**src/rtl/mc_ctrl_pkg.sv**
```systemverilog
// mc_ctrl_pkg: shared encodings for the multi-cycle MIPS main controller.
//   state_t     controller state codes (12 used, remaining 4-bit codes unused)
//   OP_* / FN_* instruction-register Op and Funct field values
//   ALUOP_*     operation codes driven to the ALU
//   is_rtype    helper, true when Op selects the R-type (Funct-decoded) group
package mc_ctrl_pkg;

    typedef enum logic [3:0] {
        S_IDLE     = 4'd0,
        S_FETCH    = 4'd1,
        S_DECODE   = 4'd2,
        S_MEM_ADDR = 4'd3,
        S_MEM_RD   = 4'd4,
        S_MEM_WB   = 4'd5,
        S_MEM_WR   = 4'd6,
        S_EXEC_R   = 4'd7,
        S_EXEC_I   = 4'd8,
        S_ALU_WB   = 4'd9,
        S_BRANCH   = 4'd10,
        S_JUMP     = 4'd11
    } state_t;

    localparam int STATE_BITS = $bits(state_t);

    // Op field
    localparam logic [5:0] OP_RTYPE = 6'h00;
    localparam logic [5:0] OP_J     = 6'h02;
    localparam logic [5:0] OP_BEQ   = 6'h04;
    localparam logic [5:0] OP_BNE   = 6'h05;
    localparam logic [5:0] OP_ADDI  = 6'h08;
    localparam logic [5:0] OP_ADDIU = 6'h09;
    localparam logic [5:0] OP_SLTI  = 6'h0A;
    localparam logic [5:0] OP_SLTIU = 6'h0B;
    localparam logic [5:0] OP_ANDI  = 6'h0C;
    localparam logic [5:0] OP_ORI   = 6'h0D;
    localparam logic [5:0] OP_XORI  = 6'h0E;
    localparam logic [5:0] OP_LW    = 6'h23;
    localparam logic [5:0] OP_SW    = 6'h2B;

    // Funct field (R-type)
    localparam logic [5:0] FN_SLL  = 6'h00;
    localparam logic [5:0] FN_SRL  = 6'h02;
    localparam logic [5:0] FN_SRA  = 6'h03;
    localparam logic [5:0] FN_ADD  = 6'h20;
    localparam logic [5:0] FN_ADDU = 6'h21;
    localparam logic [5:0] FN_SUB  = 6'h22;
    localparam logic [5:0] FN_SUBU = 6'h23;
    localparam logic [5:0] FN_AND  = 6'h24;
    localparam logic [5:0] FN_OR   = 6'h25;
    localparam logic [5:0] FN_XOR  = 6'h26;
    localparam logic [5:0] FN_NOR  = 6'h27;
    localparam logic [5:0] FN_SLT  = 6'h2A;
    localparam logic [5:0] FN_SLTU = 6'h2B;

    // ALU operation codes; NOP must stay zero so IDLE/reset drives all-zero outputs
    localparam logic [4:0] ALUOP_NOP  = 5'd0;
    localparam logic [4:0] ALUOP_ADD  = 5'd1;
    localparam logic [4:0] ALUOP_ADDU = 5'd2;
    localparam logic [4:0] ALUOP_SUB  = 5'd3;
    localparam logic [4:0] ALUOP_SUBU = 5'd4;
    localparam logic [4:0] ALUOP_AND  = 5'd5;
    localparam logic [4:0] ALUOP_OR   = 5'd6;
    localparam logic [4:0] ALUOP_NOR  = 5'd7;
    localparam logic [4:0] ALUOP_XOR  = 5'd8;
    localparam logic [4:0] ALUOP_SLT  = 5'd9;
    localparam logic [4:0] ALUOP_SLTU = 5'd10;
    localparam logic [4:0] ALUOP_SLL  = 5'd11;
    localparam logic [4:0] ALUOP_SRL  = 5'd12;
    localparam logic [4:0] ALUOP_SRA  = 5'd13;

    function automatic logic is_rtype(input logic [5:0] op);
        return op == OP_RTYPE;
    endfunction

endpackage

```
**src/rtl/mc_ctrl_if.sv**
```systemverilog
// mc_ctrl_if: controller <-> datapath bundle.
//   master : controller side (drives enables/selects/ALUOp/Illegal,
//            receives Op, Funct, Zero, mem_ready)
//   slave  : datapath/memory side (mirror image)
interface mc_ctrl_if;
    logic [5:0] Op;
    logic [5:0] Funct;
    logic       Zero;
    logic       mem_ready;

    logic       PCWrite;
    logic       IorD;
    logic       MemRead;
    logic       MemWrite;
    logic       IRWrite;
    logic       RegWrite;
    logic       RegDst;
    logic       MemtoReg;
    logic       ALUSrcA;
    logic [1:0] ALUSrcB;
    logic [1:0] PCSource;
    logic [4:0] ALUOp;
    logic       Illegal;

    modport master (
        input  Op, Funct, Zero, mem_ready,
        output PCWrite, IorD, MemRead, MemWrite, IRWrite, RegWrite, RegDst,
               MemtoReg, ALUSrcA, ALUSrcB, PCSource, ALUOp, Illegal
    );

    modport slave (
        output Op, Funct, Zero, mem_ready,
        input  PCWrite, IorD, MemRead, MemWrite, IRWrite, RegWrite, RegDst,
               MemtoReg, ALUSrcA, ALUSrcB, PCSource, ALUOp, Illegal
    );
endinterface

```
**src/rtl/mc_ctrl_alu_dec.sv**
```systemverilog
// mc_alu_dec: combinational Op/Funct decoder.
//   op_i, funct_i : instruction register fields
//   alu_op_o      : ALU operation for the EXEC states
//   illegal_o     : Op (or Funct for R-type) is not a supported instruction
import mc_ctrl_pkg::*;

module mc_alu_dec (
    input  logic [5:0] op_i,
    input  logic [5:0] funct_i,
    output logic [4:0] alu_op_o,
    output logic       illegal_o
);

    always_comb begin
        alu_op_o  = ALUOP_NOP;
        illegal_o = 1'b0;
        case (op_i)
            OP_RTYPE: begin
                case (funct_i)
                    FN_ADDU: alu_op_o = ALUOP_ADDU;
                    FN_ADD:  alu_op_o = ALUOP_ADD;
                    FN_SUBU: alu_op_o = ALUOP_SUBU;
                    FN_SUB:  alu_op_o = ALUOP_SUB;
                    FN_AND:  alu_op_o = ALUOP_AND;
                    FN_OR:   alu_op_o = ALUOP_OR;
                    FN_NOR:  alu_op_o = ALUOP_NOR;
                    FN_XOR:  alu_op_o = ALUOP_XOR;
                    FN_SLT:  alu_op_o = ALUOP_SLT;
                    FN_SLTU: alu_op_o = ALUOP_SLTU;
                    FN_SLL:  alu_op_o = ALUOP_SLL;
                    FN_SRL:  alu_op_o = ALUOP_SRL;
                    FN_SRA:  alu_op_o = ALUOP_SRA;
                    default: illegal_o = 1'b1;
                endcase
            end
            // immediate zero-extension for the logical ops is a datapath concern
            OP_ADDI:        alu_op_o = ALUOP_ADD;
            OP_ADDIU:       alu_op_o = ALUOP_ADDU;
            OP_ANDI:        alu_op_o = ALUOP_AND;
            OP_ORI:         alu_op_o = ALUOP_OR;
            OP_XORI:        alu_op_o = ALUOP_XOR;
            OP_SLTI:        alu_op_o = ALUOP_SLT;
            OP_SLTIU:       alu_op_o = ALUOP_SLTU;
            OP_LW, OP_SW:   alu_op_o = ALUOP_ADDU;
            OP_BEQ, OP_BNE: alu_op_o = ALUOP_SUBU;
            OP_J:           alu_op_o = ALUOP_NOP;
            default:        illegal_o = 1'b1;
        endcase
    end

endmodule

```
**src/rtl/mc_ctrl.sv**
```systemverilog
// mc_ctrl: multi-cycle MIPS main controller (Moore FSM).
//   clk, rstn   : clock (rising edge), asynchronous active-low reset
//   bus         : mc_ctrl_if.master -- Op/Funct/Zero/mem_ready in,
//                 datapath enables, mux selects, ALUOp, Illegal out
//   cyc_cnt     : non-IDLE cycle count     (only with MC_CTRL_PERF_CNT_EN)
//   instr_cnt   : completed instructions   (only with MC_CTRL_PERF_CNT_EN)
// Optional feature macro: MC_CTRL_PERF_CNT_EN (performance counters, PERF_W wide).
//
// state    | meaning
// ---------+----------------------------------------------------------
// IDLE     | after reset, all outputs low
// FETCH    | read instruction at PC, PC+4 -> PC; waits for mem_ready
// DECODE   | branch target -> ALUOut, dispatch on Op, flag Illegal
// MEM_ADDR | base + offset for lw/sw
// MEM_RD   | data read at ALUOut; waits for mem_ready
// MEM_WB   | MDR -> rt
// MEM_WR   | data write at ALUOut; waits for mem_ready
// EXEC_R   | A op B (Funct-selected)
// EXEC_I   | A op imm (Op-selected)
// ALU_WB   | ALUOut -> rd (R-type) or rt (I-type)
// BRANCH   | compare A,B; load PC from ALUOut if taken
// JUMP     | load PC with jump target
import mc_ctrl_pkg::*;

module mc_ctrl #(
    parameter int STATE_W = 4
`ifdef MC_CTRL_PERF_CNT_EN
   ,parameter int PERF_W  = 32
`endif
) (
    input  logic             clk,
    input  logic             rstn,
    mc_ctrl_if.master        bus
`ifdef MC_CTRL_PERF_CNT_EN
   ,output logic [PERF_W-1:0] cyc_cnt,
    output logic [PERF_W-1:0] instr_cnt
`endif
);

    logic [STATE_W-1:0] state_q;
    state_t             state_cur;
    state_t             state_d;

    logic [4:0] dec_alu_op;
    logic       dec_illegal;

    mc_alu_dec u_alu_dec (
        .op_i      (bus.Op),
        .funct_i   (bus.Funct),
        .alu_op_o  (dec_alu_op),
        .illegal_o (dec_illegal)
    );

    // codes outside the enumeration fall to the default arm and recover via FETCH
    assign state_cur = state_t'(state_q[STATE_BITS-1:0]);

    always_ff @(posedge clk or negedge rstn) begin
        if (!rstn) state_q <= STATE_W'(S_IDLE);
        else       state_q <= STATE_W'(state_d);
    end

    always_comb begin
        state_d      = state_cur;
        bus.PCWrite  = 1'b0;
        bus.IorD     = 1'b0;
        bus.MemRead  = 1'b0;
        bus.MemWrite = 1'b0;
        bus.IRWrite  = 1'b0;
        bus.RegWrite = 1'b0;
        bus.RegDst   = 1'b0;
        bus.MemtoReg = 1'b0;
        bus.ALUSrcA  = 1'b0;
        bus.ALUSrcB  = 2'b00;
        bus.PCSource = 2'b00;
        bus.ALUOp    = ALUOP_NOP;
        bus.Illegal  = 1'b0;

        case (state_cur)
            S_IDLE: state_d = S_FETCH;

            S_FETCH: begin
                bus.MemRead = 1'b1;
                bus.ALUSrcB = 2'b01;
                bus.ALUOp   = ALUOP_ADDU;
                // PC and IR only load once memory has delivered the word
                bus.IRWrite = bus.mem_ready;
                bus.PCWrite = bus.mem_ready;
                if (bus.mem_ready) state_d = S_DECODE;
            end

            S_DECODE: begin
                bus.ALUSrcB = 2'b11;
                bus.ALUOp   = ALUOP_ADDU;
                if (dec_illegal) begin
                    // treated as a NOP: PC has already advanced in FETCH
                    bus.Illegal = 1'b1;
                    state_d     = S_FETCH;
                end else begin
                    case (bus.Op)
                        OP_RTYPE:       state_d = S_EXEC_R;
                        OP_LW, OP_SW:   state_d = S_MEM_ADDR;
                        OP_BEQ, OP_BNE: state_d = S_BRANCH;
                        OP_J:           state_d = S_JUMP;
                        default:        state_d = S_EXEC_I;
                    endcase
                end
            end

            S_EXEC_R: begin
                bus.ALUSrcA = 1'b1;
                bus.ALUSrcB = 2'b00;
                bus.ALUOp   = dec_alu_op;
                state_d     = S_ALU_WB;
            end

            S_EXEC_I: begin
                bus.ALUSrcA = 1'b1;
                bus.ALUSrcB = 2'b10;
                bus.ALUOp   = dec_alu_op;
                state_d     = S_ALU_WB;
            end

            S_ALU_WB: begin
                bus.RegWrite = 1'b1;
                bus.RegDst   = is_rtype(bus.Op);
                state_d      = S_FETCH;
            end

            S_MEM_ADDR: begin
                bus.ALUSrcA = 1'b1;
                bus.ALUSrcB = 2'b10;
                bus.ALUOp   = ALUOP_ADDU;
                state_d     = (bus.Op == OP_LW) ? S_MEM_RD : S_MEM_WR;
            end

            S_MEM_RD: begin
                bus.MemRead = 1'b1;
                bus.IorD    = 1'b1;
                if (bus.mem_ready) state_d = S_MEM_WB;
            end

            S_MEM_WB: begin
                bus.RegWrite = 1'b1;
                bus.MemtoReg = 1'b1;
                state_d      = S_FETCH;
            end

            S_MEM_WR: begin
                bus.MemWrite = 1'b1;
                bus.IorD     = 1'b1;
                if (bus.mem_ready) state_d = S_FETCH;
            end

            S_BRANCH: begin
                bus.ALUSrcA  = 1'b1;
                bus.ALUSrcB  = 2'b00;
                bus.ALUOp    = ALUOP_SUBU;
                bus.PCSource = 2'b01;
                bus.PCWrite  = (bus.Op == OP_BEQ) ? bus.Zero : ~bus.Zero;
                state_d      = S_FETCH;
            end

            S_JUMP: begin
                bus.PCSource = 2'b10;
                bus.PCWrite  = 1'b1;
                state_d      = S_FETCH;
            end

            default: state_d = S_FETCH;
        endcase
    end

`ifdef MC_CTRL_PERF_CNT_EN
    logic [PERF_W-1:0] cyc_cnt_q;
    logic [PERF_W-1:0] instr_cnt_q;

    always_ff @(posedge clk or negedge rstn) begin
        if (!rstn) begin
            cyc_cnt_q   <= '0;
            instr_cnt_q <= '0;
        end else begin
            if (state_cur != S_IDLE)
                cyc_cnt_q <= cyc_cnt_q + PERF_W'(1);
            // the IDLE->FETCH start-up entry is not a completed instruction
            if (state_d == S_FETCH && state_cur != S_FETCH && state_cur != S_IDLE)
                instr_cnt_q <= instr_cnt_q + PERF_W'(1);
        end
    end

    assign cyc_cnt   = cyc_cnt_q;
    assign instr_cnt = instr_cnt_q;
`endif

endmodule
```
**src/flat_wrapper.sv**
```systemverilog
// flat-port wrapper written by rule: the top's interface ports become plain ports
module mc_ctrl_flat 
#(
    parameter int STATE_W = 4

)
  (clk, rstn, bus_Op, bus_Funct, bus_Zero, bus_mem_ready, bus_PCWrite, bus_IorD, bus_MemRead, bus_MemWrite, bus_IRWrite, bus_RegWrite, bus_RegDst, bus_MemtoReg, bus_ALUSrcA, bus_ALUSrcB, bus_PCSource, bus_ALUOp, bus_Illegal);
  mc_ctrl_if bus_i ();
  input  logic clk;
  input  logic rstn;
  input wire logic [$bits(bus_i.Op)-1:0] bus_Op;
  input wire logic [$bits(bus_i.Funct)-1:0] bus_Funct;
  input wire logic [$bits(bus_i.Zero)-1:0] bus_Zero;
  input wire logic [$bits(bus_i.mem_ready)-1:0] bus_mem_ready;
  output wire logic [$bits(bus_i.PCWrite)-1:0] bus_PCWrite;
  output wire logic [$bits(bus_i.IorD)-1:0] bus_IorD;
  output wire logic [$bits(bus_i.MemRead)-1:0] bus_MemRead;
  output wire logic [$bits(bus_i.MemWrite)-1:0] bus_MemWrite;
  output wire logic [$bits(bus_i.IRWrite)-1:0] bus_IRWrite;
  output wire logic [$bits(bus_i.RegWrite)-1:0] bus_RegWrite;
  output wire logic [$bits(bus_i.RegDst)-1:0] bus_RegDst;
  output wire logic [$bits(bus_i.MemtoReg)-1:0] bus_MemtoReg;
  output wire logic [$bits(bus_i.ALUSrcA)-1:0] bus_ALUSrcA;
  output wire logic [$bits(bus_i.ALUSrcB)-1:0] bus_ALUSrcB;
  output wire logic [$bits(bus_i.PCSource)-1:0] bus_PCSource;
  output wire logic [$bits(bus_i.ALUOp)-1:0] bus_ALUOp;
  output wire logic [$bits(bus_i.Illegal)-1:0] bus_Illegal;
  assign bus_i.Op = bus_Op;
  assign bus_i.Funct = bus_Funct;
  assign bus_i.Zero = bus_Zero;
  assign bus_i.mem_ready = bus_mem_ready;
  assign bus_PCWrite = bus_i.PCWrite;
  assign bus_IorD = bus_i.IorD;
  assign bus_MemRead = bus_i.MemRead;
  assign bus_MemWrite = bus_i.MemWrite;
  assign bus_IRWrite = bus_i.IRWrite;
  assign bus_RegWrite = bus_i.RegWrite;
  assign bus_RegDst = bus_i.RegDst;
  assign bus_MemtoReg = bus_i.MemtoReg;
  assign bus_ALUSrcA = bus_i.ALUSrcA;
  assign bus_ALUSrcB = bus_i.ALUSrcB;
  assign bus_PCSource = bus_i.PCSource;
  assign bus_ALUOp = bus_i.ALUOp;
  assign bus_Illegal = bus_i.Illegal;
  mc_ctrl #(.STATE_W(STATE_W)) u_core (.clk(clk), .rstn(rstn), .bus(bus_i));
endmodule
```
**config.mk**
```make
export PLATFORM = sky130hd
export DESIGN_NAME = mc_ctrl_flat
export DESIGN_NICKNAME = d
export VERILOG_FILES = /design/src/rtl/mc_ctrl_pkg.sv /design/src/rtl/mc_ctrl_if.sv /design/src/rtl/mc_ctrl_alu_dec.sv /design/src/rtl/mc_ctrl.sv /design/src/flat_wrapper.sv
export SDC_FILE = /design/constraint.sdc
export NUM_CORES = 1
export LEC_CHECK = 0
export CORE_AREA = 2 2 45 88
export CTS_CLUSTER_SIZE = 30
export DETAILED_ROUTE_END_ITERATION = 8
export DIE_AREA = 0 0 47 90
export GPL_ROUTABILITY_DRIVEN = 0
export PLACE_DENSITY = 0.59
export SLEW_MARGIN = 10
export SYNTH_ARGS = -nofsm -noshare
export SYNTH_HDL_FRONTEND = slang
export SYNTH_SLANG_ARGS = --single-unit
export TNS_END_PERCENT = 10
```
**constraint.sdc**
```tcl
create_clock -name clk -period 2.1 [get_ports clk]
set_input_delay 0.42 -clock clk [delete_from_list [all_inputs] [get_ports clk]]
set_output_delay 0.42 -clock clk [all_outputs]
set_load 0.01 [all_outputs]
```
==> flow_summary.yaml <==
layout:
  final_nets: 234
  fill_cells: 368
  largest_reg_flops: 4
  antenna_cells: 0
  fin_cells: 265
  area_delta_synth_final_pct: 77.2
  layout-drive-gt1-share: 0.472
min_path:
  min_path_type: "in2async"
setup_path:
  r2r_end: "u_core.state_cur[0]"
  worst-endpoint-arrival_ps: 1640
  worstReg2RegStart: "u_core.state_cur[3]"
  cp_data_required_time_ps: 1680
  r2r_setup_slack_ps: 420
  rr_worst_depth: 7
  crit_type: "in2out"
  cp-start-kind: "primary input"
  crit_fanout: 5
  endpoint_kind: "output port"
floorplanning:
  initial_utilization: 0.283
  die_area_um2: 4230
  die_height_um: 90
  chipWidth_um: 47
  core_area_um2: 3570
  boundaryPins: 35
  rows: 31
place:
  port_buffers: 33
  place_inst: 254
  dp_hpwl_um: 2910
  place_ws_ps: -940
pwr:
  p_sw_frac: 0.438
  switchingPower_uw: 580
  p_int_uw: 744
  p_comb_frac: 0.779
  seqPwrFrac: 0.100
  p_leak_nw: 0.829
  vdd_drop_max_mv: 0.276
  p_per_area_nw_per_um2: 740
  power.share.clock: 0.121
routing:
  vias_per_cell: 5.05
  first_pass_iters: 4
  ant_nets: 0
  num_vias: 1338
  wl_per_cell_um: 14.3
  drc: 0
  routed_wl_um: 3780
  drt-initial-drc-count: 28
clock_tree:
  clockRootBuffer: "clkbuf_8"
  cts_tree: "done"
  cts_buffer_depth: 2
  cts.sinks: 4
  cts_made_buffers: 3
  clk_latency_ps: 220
  h-tree-depth: 1
  clk_pin_slew_worst_paths_ps: 30
  postCtsHoldBufs: 0
global_route:
  track_usage: 0.186
  grt_pass1_vias: 1393
  grt_max_degree: 12
  grt_pass1_wl_um: 5920
  antenna_found_initial: 0
  grt_overflow: 0
sta:
  fin_ws_ps: 36.6
  fin_crit_sh: 0.983
  setup_violations: 0
  hold_viol: 0
  period_minus_slack_ps: 2060
  rsz0062_at_grt: "yes"
  skew_ps: 2.53
  fmax_ghz: 0.485
  report.final.slew_viol_count: 0
logic_synthesis:
  synth_nets: 158
  synth-edff-count: 0
  synth_warnings: 0
  netlist_instances: 142
  ys_types: 51
  syn_area_um2: 1010
  synth_seq_cells: 4
  yosysSeqAreaShare: 0.0991
  avgSynthCellArea_um2: 7.11
  synth_top_flop_cell: "dfrtp_1"
  synthArstFlopShare: 1.00
outcome:
  outcome: "complete, no violations"
job:
  drv_cap: 0
-- routing by layer --
| layer | share of wire | vias up | global-route usage |
|---|---|---|---|
| met3 | 0.031 | 12 | 0.0201 |
| met5 | 0 | - | 0 |
| met2 | 0.61 | 42 | 0.358 |
| met4 | 0.041 | 0 | 0.0926 |
| met1 | 0.32 | 629 | 0.167 |
| li1 | - | 655 | - |
-- kinds of logic after synthesis --
group | count (synthesis) | synth area share
compound gates | 40 | 0.287
simple gates | 73 | 0.434
buf+inv | 20 | 0.141
other cells | 1 | 0.00371
flops | 4 | 0.0991
xor+xnor | 4 | 0.0347
-- final cells by class --
class / instances / area [um^2] / share of cell area
Multi-Input combinational cell: 118 / 890 / 0.497
Timing Repair Buffer: 87 / 682 / 0.381
Sequential cell: 4 / 100 / 0.0559
Tap cell: 49 / 61.3 / 0.0343
Clock buffer: 3 / 41.3 / 0.0231
Inverter: 4 / 15.0 / 0.00839
-- what timing repair did --
| action | in CTS | in global routing |
|---|---|---|
| pin swaps | 11 | 19 |
| gates resized for setup | 66 | 42 |
| buffers inserted | 6 | 4 |
| setup endpoints to repair | 15 | 8 |
-- synthesized netlist by cell type, types with 2 or more instances --
master	n	share of area
nand3_1	3	0.015
o21ai_1	4	0.020
buf_4	7	0.052
o211ai_1	4	0.030
a21oi_1	9	0.045
nor3_1	4	0.020
nor2b_1	4	0.025
dfrtp_1	4	0.099
xnor2_1	3	0.026
nand2_1	13	0.048
o21ai_0	3	0.015
o22ai_1	3	0.019
nor2_4	4	0.045
a21boi_0	2	0.015
buf_2	3	0.015
buf_6	5	0.056
or3_1	2	0.012
inv_1	4	0.015
a211oi_1	2	0.015
nand4_1	2	0.012
nand2b_1	7	0.043
nor2_1	16	0.059
or4_1	2	0.015
nor4_1	5	0.031
-- cell usage in the layout (no fill, tap or decap), drive strengths merged, types with 2 or more instances in the layout --
cell type       n
buf            63
nor2           21
nand2          13
clkbuf         11
a21oi           9
dlygate4sd2     8
nand2b          8
o21ai           7
nor4            5
nor2b           4
o211ai          4
inv             4
clkdlybuf4s50   4
dfrtp           4
nor3            4
nand3           4
xnor2           3
dlymetal6s2s    3
o22ai           3
a211oi          3
nand4           2
or3             2
a21boi          2
or4             2
o21bai          2
o31ai           2
-- per-stage QoR --
step	TNS, ps	power, mW	cell area (um^2)	hold slack, ps	utilization
global placement	-5440	1.16	1620	625	0.454
floorplan	0	0.633	1010	124	-
global route	-40.1	1.41	1790	426	0.501
detailed placement	-5540	1.16	1620	631	0.454
CTS	-685	1.30	1760	403	0.492
finish	0	1.32	1790	416	0.501
-- worst max-delay path, cell delays in order --
cell	delay, ps
buf_6	90
buf_6	120
nor2_4	160
nand3_4	100
a211oi_4	240
buf_4	160
a311oi_2	40
and3b_1	180
buf_2	130
-- power by group through the flow --
| stage | Sequential, mW | Combinational (mW) | Clock [mW] |
|---|---|---|---|
| finish | 0.132 | 1.03 | 0.160 |
| floorplan | 0.125 | 0.508 | 0 |
| global placement | 0.135 | 1.02 | 0 |
| global route | 0.136 | 1.11 | 0.166 |
| detailed placement | 0.135 | 1.03 | 0 |
| CTS | 0.135 | 1.01 | 0.163 |
-- worst max-delay path by stage --
stage / to / startpoint / cells past startpoint / slack (ps)
finish: bus_Illegal / bus_Op[1] / 9 / 40
global route: bus_Illegal / bus_Op[1] / 9 / -20
CTS: bus_ALUOp[1] / bus_Funct[2] / 7 / -180
detailed placement: bus_ALUOp[1] / bus_Op[2] / 9 / -940
global placement: bus_ALUOp[1] / bus_Op[2] / 9 / -920
floorplan: bus_ALUOp[1] / bus_Funct[0] / 6 / 200
Note: power is estimated with default switching activity, not from simulation.
